### config.mk
export PLATFORM = sky130hd
export DESIGN_NAME = reorder_queue_drain
export DESIGN_NICKNAME = d
export VERILOG_FILES = /design/src/rtl/reorder_queue_drain.sv
export SDC_FILE = /design/constraint.sdc
export NUM_CORES = 1
export LEC_CHECK = 0
export BUFFER_PORTS_ARGS = -buffer_cell sky130_fd_sc_hd__buf_2
export CAP_MARGIN = 25
export CORE_MARGIN = 5
export CORE_UTILIZATION = 50
export DETAILED_ROUTE_END_ITERATION = 16
export HOLD_SLACK_MARGIN = 0.12
export PLACE_DENSITY = 0.74
export SLEW_MARGIN = 20
export SYNTH_ARGS = -nofsm -noshare
export SYNTH_HDL_FRONTEND = slang
export SYNTH_SLANG_ARGS = --single-unit
### constraint.sdc
create_clock -name clk -period 5.6 [get_ports clk]
set_clock_uncertainty 0.05 [all_clocks]
set_input_delay 0.84 -clock clk [delete_from_list [all_inputs] [get_ports clk]]
set_output_delay 0.84 -clock clk [all_outputs]
set_load 0.1 [all_outputs]
### src/rtl/reorder_queue_drain.sv
`default_nettype none
// ============================================================================
// Module   : reorder_queue_drain
// Purpose  : Tag-indexed reorder buffer for out-of-order response return.
//            A producer writes entries into slots addressed by tag. Consumers
//            either look up and release slots by tag (random-access port) or
//            take entries in strict tag order through a valid/ready drain
//            port that walks a head pointer and never skips a slot.
// Ports    : clk, reset            - clock, synchronous active-high reset
//            enq_valid/ready/data/tag - enqueue into slot enq_tag when free
//            deq_valid/tag         - release of slot deq_tag
//            deq_data/deq_matches  - combinational lookup of slot deq_tag
//            drain_valid/ready/data/tag - in-order drain at the head pointer
//            count/full/empty      - occupancy of the buffer
//            deq_miss              - one-cycle pulse: last release hit a free
//                                    slot
// Revision : 1.0 - initial release
// ============================================================================
module reorder_queue_drain #(
  parameter int DATA_W = 1,
  parameter int TAG_W  = 2
) (
  input  logic              clk,
  input  logic              reset,
  output logic              enq_ready,
  input  logic              enq_valid,
  input  logic [DATA_W-1:0] enq_data,
  input  logic [TAG_W-1:0]  enq_tag,
  input  logic              deq_valid,
  input  logic [TAG_W-1:0]  deq_tag,
  output logic [DATA_W-1:0] deq_data,
  output logic              deq_matches,
  output logic              drain_valid,
  input  logic              drain_ready,
  output logic [DATA_W-1:0] drain_data,
  output logic [TAG_W-1:0]  drain_tag,
  output logic [TAG_W:0]    count,
  output logic              full,
  output logic              empty,
  output logic              deq_miss
);

  localparam int             c_DEPTH      = 1 << TAG_W;
  localparam logic [TAG_W:0] c_FULL_COUNT = (TAG_W+1)'(c_DEPTH);

  // --------------------------------------------------------------------------
  // State
  // --------------------------------------------------------------------------
  logic [c_DEPTH-1:0] occ_q;
  logic [c_DEPTH-1:0] occ_d;
  logic [DATA_W-1:0]  data_q [c_DEPTH];
  logic [TAG_W-1:0]   head_q;
  logic [TAG_W-1:0]   head_d;
  logic [TAG_W:0]     count_q;
  logic [TAG_W:0]     count_d;
  logic               deq_miss_q;
  logic               deq_miss_d;

  // --------------------------------------------------------------------------
  // Handshakes
  // --------------------------------------------------------------------------
  logic               w_enq_fire;
  logic               w_drain_fire;
  logic [c_DEPTH-1:0] w_enq_hit;   // slot written this cycle
  logic [c_DEPTH-1:0] w_rel;       // slot released (deq or drain) this cycle
  logic               w_inc;
  logic               w_dec_deq;
  logic               w_dec_drain;

  assign enq_ready    = ~occ_q[enq_tag];
  assign w_enq_fire   = enq_valid & enq_ready;
  assign drain_valid  = occ_q[head_q];
  assign w_drain_fire = drain_valid & drain_ready;

  // Per-slot occupancy update. Release is applied after the set so that an
  // enqueue racing a release of the same slot leaves the slot free.
  for (genvar i = 0; i < c_DEPTH; i++) begin : g_slot
    assign w_enq_hit[i] = w_enq_fire && (enq_tag == TAG_W'(i));
    assign w_rel[i]     = (deq_valid && (deq_tag == TAG_W'(i))) ||
                          (w_drain_fire && (head_q == TAG_W'(i)));
    assign occ_d[i]     = (occ_q[i] | w_enq_hit[i]) & ~w_rel[i];
  end

  // Occupancy delta. An enqueue only counts if its slot is not released in
  // the same cycle. A drain that collides with a deq on the head slot frees
  // that slot only once, so the drain is not counted a second time.
  assign w_inc       = w_enq_fire & ~w_rel[enq_tag];
  assign w_dec_deq   = deq_valid & occ_q[deq_tag];
  assign w_dec_drain = w_drain_fire & ~(deq_valid && (deq_tag == head_q));

  always_comb begin
    head_d     = head_q;
    count_d    = count_q;
    deq_miss_d = deq_valid & ~occ_q[deq_tag];

    if (w_drain_fire) begin
      head_d = head_q + TAG_W'(1);
    end

    count_d = count_q
            + {{TAG_W{1'b0}}, w_inc}
            - {{TAG_W{1'b0}}, w_dec_deq}
            - {{TAG_W{1'b0}}, w_dec_drain};
  end

  always_ff @(posedge clk) begin
    if (reset) begin
      occ_q      <= '0;
      head_q     <= '0;
      count_q    <= '0;
      deq_miss_q <= 1'b0;
    end else begin
      occ_q      <= occ_d;
      head_q     <= head_d;
      count_q    <= count_d;
      deq_miss_q <= deq_miss_d;
    end
  end

  // Payload storage carries no reset; contents are only meaningful while the
  // matching occupied bit is set.
  always_ff @(posedge clk) begin
    if (w_enq_fire) begin
      data_q[enq_tag] <= enq_data;
    end
  end

  // --------------------------------------------------------------------------
  // Outputs
  // --------------------------------------------------------------------------
  assign deq_data    = data_q[deq_tag];
  assign deq_matches = occ_q[deq_tag];
  assign drain_data  = data_q[head_q];
  assign drain_tag   = head_q;
  assign count       = count_q;
  assign full        = (count_q == c_FULL_COUNT);
  assign empty       = (count_q == '0);
  assign deq_miss    = deq_miss_q;

endmodule
`default_nettype wire

# Word-level counts from Yosys, hierarchy flattened
# Memory sizes are Yosys's and may differ from the RTL's. A register that Yosys moved wholly into a read port is not among the register bits.
# Index checks and enable logic that the tools add are counted.
[totals]
register_bits = 10
ramBits = 4
input_bits = 10
out_inout_bits = 13
wordCells = 78
mem_count = 1
[op_classes]
addsub = 4
magnitude_cmp = 3
eq_ne = 11
mux = 12
bitwise_logic = 22
n_reduce_logical = 21
[mem_list]
columns = ["memory", "words", "word_bits", "rd", "rd_clocked_by_memory_dff", "write_ports", "line", "rtl"]
rows = [
  ["data_q", 4, 1, 2, 1, 1, "51", "logic [DATA_W-1:0] data_q [c_DEPTH];"],
]
[op_table]
columns = ["op", "count"]
rows = [
  ["1-bit logical AND", 13],
  ["2-bit == test (second input constant)", 6],
  ["1-bit AND", 10],
  ["2-bit by 3-bit less-than comparator with 1-bit output (second input constant)", 3],
  ["1-bit binary-select mux with 2-bit select", 4],
  ["1-bit NOT", 8],
  ["2-bit by 1-bit == test with 1-bit output (second input constant)", 3],
  ["2-bit zero test", 3],
  ["1-bit 2-to-1 mux", 6],
  ["3-bit by 1-bit subtractor with 3-bit output", 2],
  ["1-bit logical OR", 4],
  ["2-bit 2-to-1 mux", 2],
  ["1-bit bitwise OR", 4],
  ["3-bit by 1-bit adder with 3-bit output", 1],
  ["3-bit == test (second input constant)", 1],
  ["3-bit zero test", 1],
  ["2-bit by 1-bit adder with 2-bit output (second input constant)", 1],
  ["2-bit == test", 1],
]

# Logic depth before layout (Yosys ltp)
# Gate-level depths: netlist of the first run.
[depth]
ltp_word = 12
ltp_mapped = 12
ltp_nobuf = 11

# Worst setup path after synthesis of the first run
# OpenSTA, ideal clock, no wires.
[synth_path]
path_type = "register to output"
startpoint = "reg head_q[0], in the netlist drain_tag[0]"
endpoint = "out drain_valid"
arrival_time_ns = 2.931
t_required_ns = 4.710
setup_slack_ns = 1.779
stages_incl_launch_ff = 5
path_buffers = 1
cell_sequence = "dfxtp_1 buf_6 mux2_4 nor2_1 a21oi_1"
[synth_via]
elab_chain_cells = 2
[synth_rtl]
columns = ["element", "line", "rtl"]
rows = [
  ["start, declared", "52", "logic [TAG_W-1:0] head_q;"],
  ["start signal, assigned", "109", "head_q <= '0;"],
  ["start signal, assigned", "114", "head_q <= head_d;"],
  ["1-bit binary-select mux with 2-bit select", "72", "assign drain_valid = occ_q[head_q];"],
  ["1-bit 2-to-1 mux (implied by the code)", "72", ""],
  ["end, declared", "33", "output logic drain_valid,"],
]
# Every way passes these cells. The select of a mux whose other input is x is not followed.

# Worst setup path in the final report of the first run
[layout_path]
startpoint = "in enq_tag[0]"
endpoint = "out enq_ready"
[layout_via]
elab_chain_cells = 3
[layout_rtl]
columns = ["element", "line", "rtl"]
rows = [
  ["start, declared", "28", "input logic [TAG_W-1:0] enq_tag,"],
  ["1-bit binary-select mux with 2-bit select", "70", "assign enq_ready = ~occ_q[enq_tag];"],
  ["1-bit 2-to-1 mux (implied by the code)", "70", ""],
  ["1-bit NOT", "70", ""],
  ["end, declared", "25", "output logic enq_ready,"],
]
# Every way passes these cells. The select of a mux whose other input is x is not followed.

==> results.cfg, run 1 <==
[die]
die-area_sq_um = 3000
fp.coreArea_sq_um = 1940
fp-row-count = 16
pin_count = 23
dieHeight_um = 54.7
dieWidth_um = 54.7
initial_utilization_pct = 51.5

[drt]
initialDrtViolationCount = 11
drt_pre_antenna_iters = 4
routed_wl_um = 1870
viasPerCell = 5.38
route.vias.total = 743
ant_nets = 0
drc = 0
wire_per_inst_um = 13.5

[synthesis]
synth_top_flop_cell = dfxtp_1
netlist_instances = 90
synth_fa_ha_area_share_pct = 10.8
synth_compound_area_share_pct = 11.2
netlist-cell-type-count = 32
synth.avg_cell_area_sq_um = 11.1
synth_xor_area_share_pct = 6.12
synth_top_area_cell = dfxtp_1
synthTopCellsByArea = dfxtp_1, edfxtp_1, mux4_2
synth_area_sq_um = 1000
synth-seq-cells = 16
syn_nets = 108
synth.most_common_cell = dfxtp_1
synth_edf_count = 4
async_reset_ff_share_pct = 0
synth_mux_area_share_pct = 15.1
synth_top_area_share_pct = 24.0
synth_commonest_cells = dfxtp_1, inv_1, ha_1
yosys.area_share.simple_pct = 14.1
yosysSeqAreaShare_pct = 36.0
ys.warnings.count = 0
synth_top_family_by_area = multiplexers

[clocking]
cts_buffers = 3
clock_latency_ns = 0.29
cts_hold_buf = 0
cts.htree.levels = 1
clock_path_buffers = 2
cts_resized = 0
postCtsSetupBuffers = 0
clock-sinks = 16
cts_root_buffer = clkbuf_4
clk_pin_slew_worst_paths_ns = 0.09
cts_tree = yes

[timing]
hold_viol_final = 0
period_needed_ns = 2.91
whs_ns = 0.622
rsz0062_at_grt = no
setup_viol = 0
drv_slew = 0
slew_headroom_pct = 67.5
fmax_ghz = 0.344
tightest_slew_ns = 0.492
post-route-period-util_pct = 51.9
fin_setup_tns_ns = 0

[setup_path]
cp-startpoint = enq_tag[0]
startpoint_type = input pin
r2r_cells = 11
ff2ff_setup_slack_ns = 3.00
crit_end = enq_ready
r2r_start = drain_tag[0]$_SDFFE_PP0P_
rr_endpoint = count[2]$_SDFF_PP0_
crit_type = in2out
required_ns = 4.71
worstPathArrival_ns = 2.02
critPathMaxFanout = 6
crit_path_end_kind = output pin

[placed_design]
dpl.hpwl_um = 1480
port_buffers = 22
gp_congestion = 0.871

[power]
power.density_nw_per_um2 = 293
power.leakage_nw = 0.479
peakVddDrop_v = 0.000230

[cells_and_area]
nFillCells = 165
nets = 130
final_layout_size_suffix_gt1_share_pct = 33.3
area_growth_pct = 14.1
n_antenna_cell = 0

[grt]
antenna_found_initial = 0
grt_max_degree = 11
grt_usage_pct = 15.1
grt-ovfl-total = 0
grt_pass1_vias = 704
grt_pass1_wl_um = 3100

[run_status]
outcome = finished clean

[run]
maxCapViolCount = 0

[min_path]
hold_path.class = reg2reg
## layer usage
metal,global-route usage [%],wire length [um]
met3,3.27,92
met1,17.6,828
met2,23.2,884
met4,12.9,59
met5,0,0
## per-stage QoR
stage	util (%)	total power, mW	setup slack, ns	instance area [sq um]	std cells
after floorplan	-	0.253	1.78	1000	90
after global placement	57.5	0.272	2.45	1120	134
after detailed placement	57.5	0.274	2.38	1120	134
after global routing	58.8	0.352	2.53	1140	138
final	58.8	0.334	2.69	1140	138
after CTS	58.8	0.337	2.69	1140	138
## area by class of cell
cell class | count | area, sq um | share of cell area [%]
flip-flops and latches | 16 | 360 | 31.5
clock buffers | 4 | 26.3 | 2.30
multi-input cells | 59 | 574 | 50.3
well taps | 27 | 33.8 | 2.96
repair buffers | 22 | 110 | 9.64
inverters | 10 | 37.5 | 3.29
## how the worst min path moves through the flow
| stage | from | end | slack (ns) | cells after the start |
|---|---|---|---|---|
| 2_1_floorplan | occ_q[1]$_SDFF_PP0_ | occ_q[1]$_SDFF_PP0_ | 0.49 | 2 |
| 3_3_place_gp | occ_q[1]$_SDFF_PP0_ | data_q[1]$_DFFE_PP_ | 0.60 | 1 |
| 3_5_place_dp | occ_q[3]$_SDFF_PP0_ | occ_q[3]$_SDFF_PP0_ | 0.60 | 1 |
| 4_1_cts | occ_q[3]$_SDFF_PP0_ | occ_q[3]$_SDFF_PP0_ | 0.62 | 1 |
| 5_1_grt | occ_q[3]$_SDFF_PP0_ | occ_q[3]$_SDFF_PP0_ | 0.64 | 1 |
| 6_report | occ_q[3]$_SDFF_PP0_ | occ_q[3]$_SDFF_PP0_ | 0.62 | 1 |
## cell families after synthesis
logic type,Yosys count
xor+xnor,7
buf+inv,15
mux,8
simple gates,25
flops,16
fa+ha+maj,8
compound gates,11
## layout by cell type, fill, tap and decap left out, drive strengths merged, types with 3 or more instances in the layout
| cell | instances |
|---|---|
| a21oi | 4 |
| buf | 22 |
| clkbuf | 4 |
| dfxtp | 12 |
| edfxtp | 4 |
| ha | 7 |
| inv | 10 |
| mux4 | 5 |
| nand2 | 4 |
| nand3 | 3 |
| nor2 | 6 |
| nor2b | 3 |
| nor3b | 3 |
| xnor2 | 6 |
## where the power goes
group	internal (mW)	switching (mW)	total, mW
Clock	0.0277	0.0358	0.0636
Sequential	0.126	0.00677	0.133
Combinational	0.0309	0.107	0.138
Total	0.185	0.150	0.334
## critical path, stage by stage
cell and delay (ns):
buf_2 0.17, mux4_2 0.52, inv_2 0.07, buf_2 0.42
No activity file was read; power rests on OpenSTA's default activity.
==> inputs of run 2 (changes only) <==
Settings changed: CORE_UTILIZATION 50 to 47, PLACE_DENSITY 0.74 to 0.73.
Clock period 5.6 ns to 2.45 ns, I/O delays scaled along.
==> run 2 against run 1 <==
Effect of this change: combinational power grew to 2.5 times the previous value; die area is 5.2% higher; clock power rose to 2.8 times the previous value; register-to-register slack lost 2.9 ns; worst hold slack worse by 0.38 ns; core utilization up 5.0 points; count of clock-buffer cells in the layout unchanged; wire length up 21%; largest cell class unchanged; final cell count increased by 6.5%; critical endpoint is now count[2]$_SDFF_PP0_.
==> results.cfg, run 2 (synthesis results as in run 1) <==
[cells_and_area]
layout_commonest_cell = buf_2
area_growth_pct = 27.8
nFillCells = 167
nets = 139
final_layout_size_suffix_gt1_share_pct = 50.0
final_area_sq_um = 1280
n_antenna_cell = 0
most-common-layout-cells = buf_2, dfxtp_1, buf_4, inv_1

[drt]
viasPerCell = 5.37
ant_nets = 0
route.vias.total = 790
initialDrtViolationCount = 16
drt_pre_antenna_iters = 4
drc = 0
routed_wl_um = 2250
wire_per_inst_um = 15.3

[clocking]
clk_pin_slew_worst_paths_ns = 0.09
clock-sinks = 16
clock_path_buffers = 2
cts.htree.levels = 1
cts_root_buffer = clkbuf_4
clock_latency_ns = 0.29
cts_buffers = 3
cts_tree = yes
cts_hold_buf = 0

[min_path]
holdPathStages = 1
hold_path.class = in2reg

[setup_path]
startpoint_type = register
crit_path_end_kind = register
worstPathArrival_ns = 2.50
crit_type = reg2reg
r2r_cells = 9
required_ns = 2.58
critPathMaxFanout = 5

[placed_design]
dpl.hpwl_um = 1690
post-place-ws_ns = -0.0911
port_buffers = 22
gp_congestion = 0.881
place_area_sq_um = 1220

[grt]
grt_pass1_wl_um = 3800
antenna_found_initial = 0
grt_pass1_vias = 817
grt_usage_pct = 15.5
grt_max_degree = 11
grt-ovfl-total = 0

[timing]
whs_ns = 0.241
fmax_ghz = 0.422
rsz0062_at_grt = yes
setup_viol = 0
hold_viol_final = 0
layout_setup_ws_ns = 0.0817
tightest_slew_ns = 0.527
fin_setup_tns_ns = 0
post-route-period-util_pct = 96.7
period_needed_ns = 2.37
drv_slew = 0
slew_headroom_pct = 64.4

[die]
initial_utilization_pct = 50.0
dieWidth_um = 56.2
fp-row-count = 16
pin_count = 23
fp.coreArea_sq_um = 2000
dieHeight_um = 56.2
die-area_sq_um = 3150

[run]
maxCapViolCount = 0

[power]
power.leakage_nw = 0.531
total_power_mw = 0.830
peakVddDrop_v = 0.000403
power.density_nw_per_um2 = 649

[run_status]
outcome = finished clean
## run 2: cell count changes in the layout (fill, tap and decap cells not counted), sizes merged
| cell | change |
|---|---|
| buf | +9 |
## run 2: path summary, 6_finish.rpt
kind / startpoint / to / slack, ns
min reg2reg: occ_q[3]$_SDFF_PP0_ / occ_q[3]$_SDFF_PP0_ / 0.57
min: enq_data / data_q[1]$_DFFE_PP_ / 0.24
max: occ_q[3]$_SDFF_PP0_ / count[2]$_SDFF_PP0_ / 0.08
max reg2reg: occ_q[3]$_SDFF_PP0_ / count[2]$_SDFF_PP0_ / 0.08
## run 2: layout make-up
class                   count  area, sq um  share of cell area, %
multi-input cells          59          627                   49.0
flip-flops and latches     16          367                   28.7
repair buffers             31          178                   13.9
inverters                  10         37.5                   2.94
clock buffers               4         36.3                   2.84
well taps                  27         33.8                   2.64
## run 2: metrics by stage
| step | cells | util, % |
|---|---|---|
| after floorplan | 90 | - |
| after global placement | 142 | 60.8 |
| after detailed placement | 142 | 60.8 |
| after CTS | 146 | 62.6 |
| after global routing | 147 | 63.9 |
| final | 147 | 63.9 |
## run 2: worst max-delay path, stage by stage, from the launching register on
cell     delay (ns)
dfxtp_2        0.36
mux4_2         0.48
and2_4         0.16
fa_2           0.53
inv_2          0.04
ha_4           0.15
ha_4           0.16
xor2_2         0.14
xnor2_1        0.13
nor2_1         0.05
## run 2: what timing repair did
item / CTS / global route
endpoints found under the setup margin: 0 / 1
setup buffers: 0 / 1
resized for setup: 0 / 5
## run 2: layer usage
metal / track usage [%] / part of all wire (%)
met1: 20.6 / 45
met2: 23.0 / 48
met4: 6.44 / 1.5
met3: 4.87 / 5.0
met5: 0 / 0
## run 2: where the power goes
group          leakage [nW]  total, mW  switching, mW  internal [mW]
sequential            0.136      0.304         0.0162          0.287
combinational         0.373      0.351          0.260         0.0902
clock                0.0210      0.176         0.0849         0.0907
total                 0.531      0.830          0.362          0.468
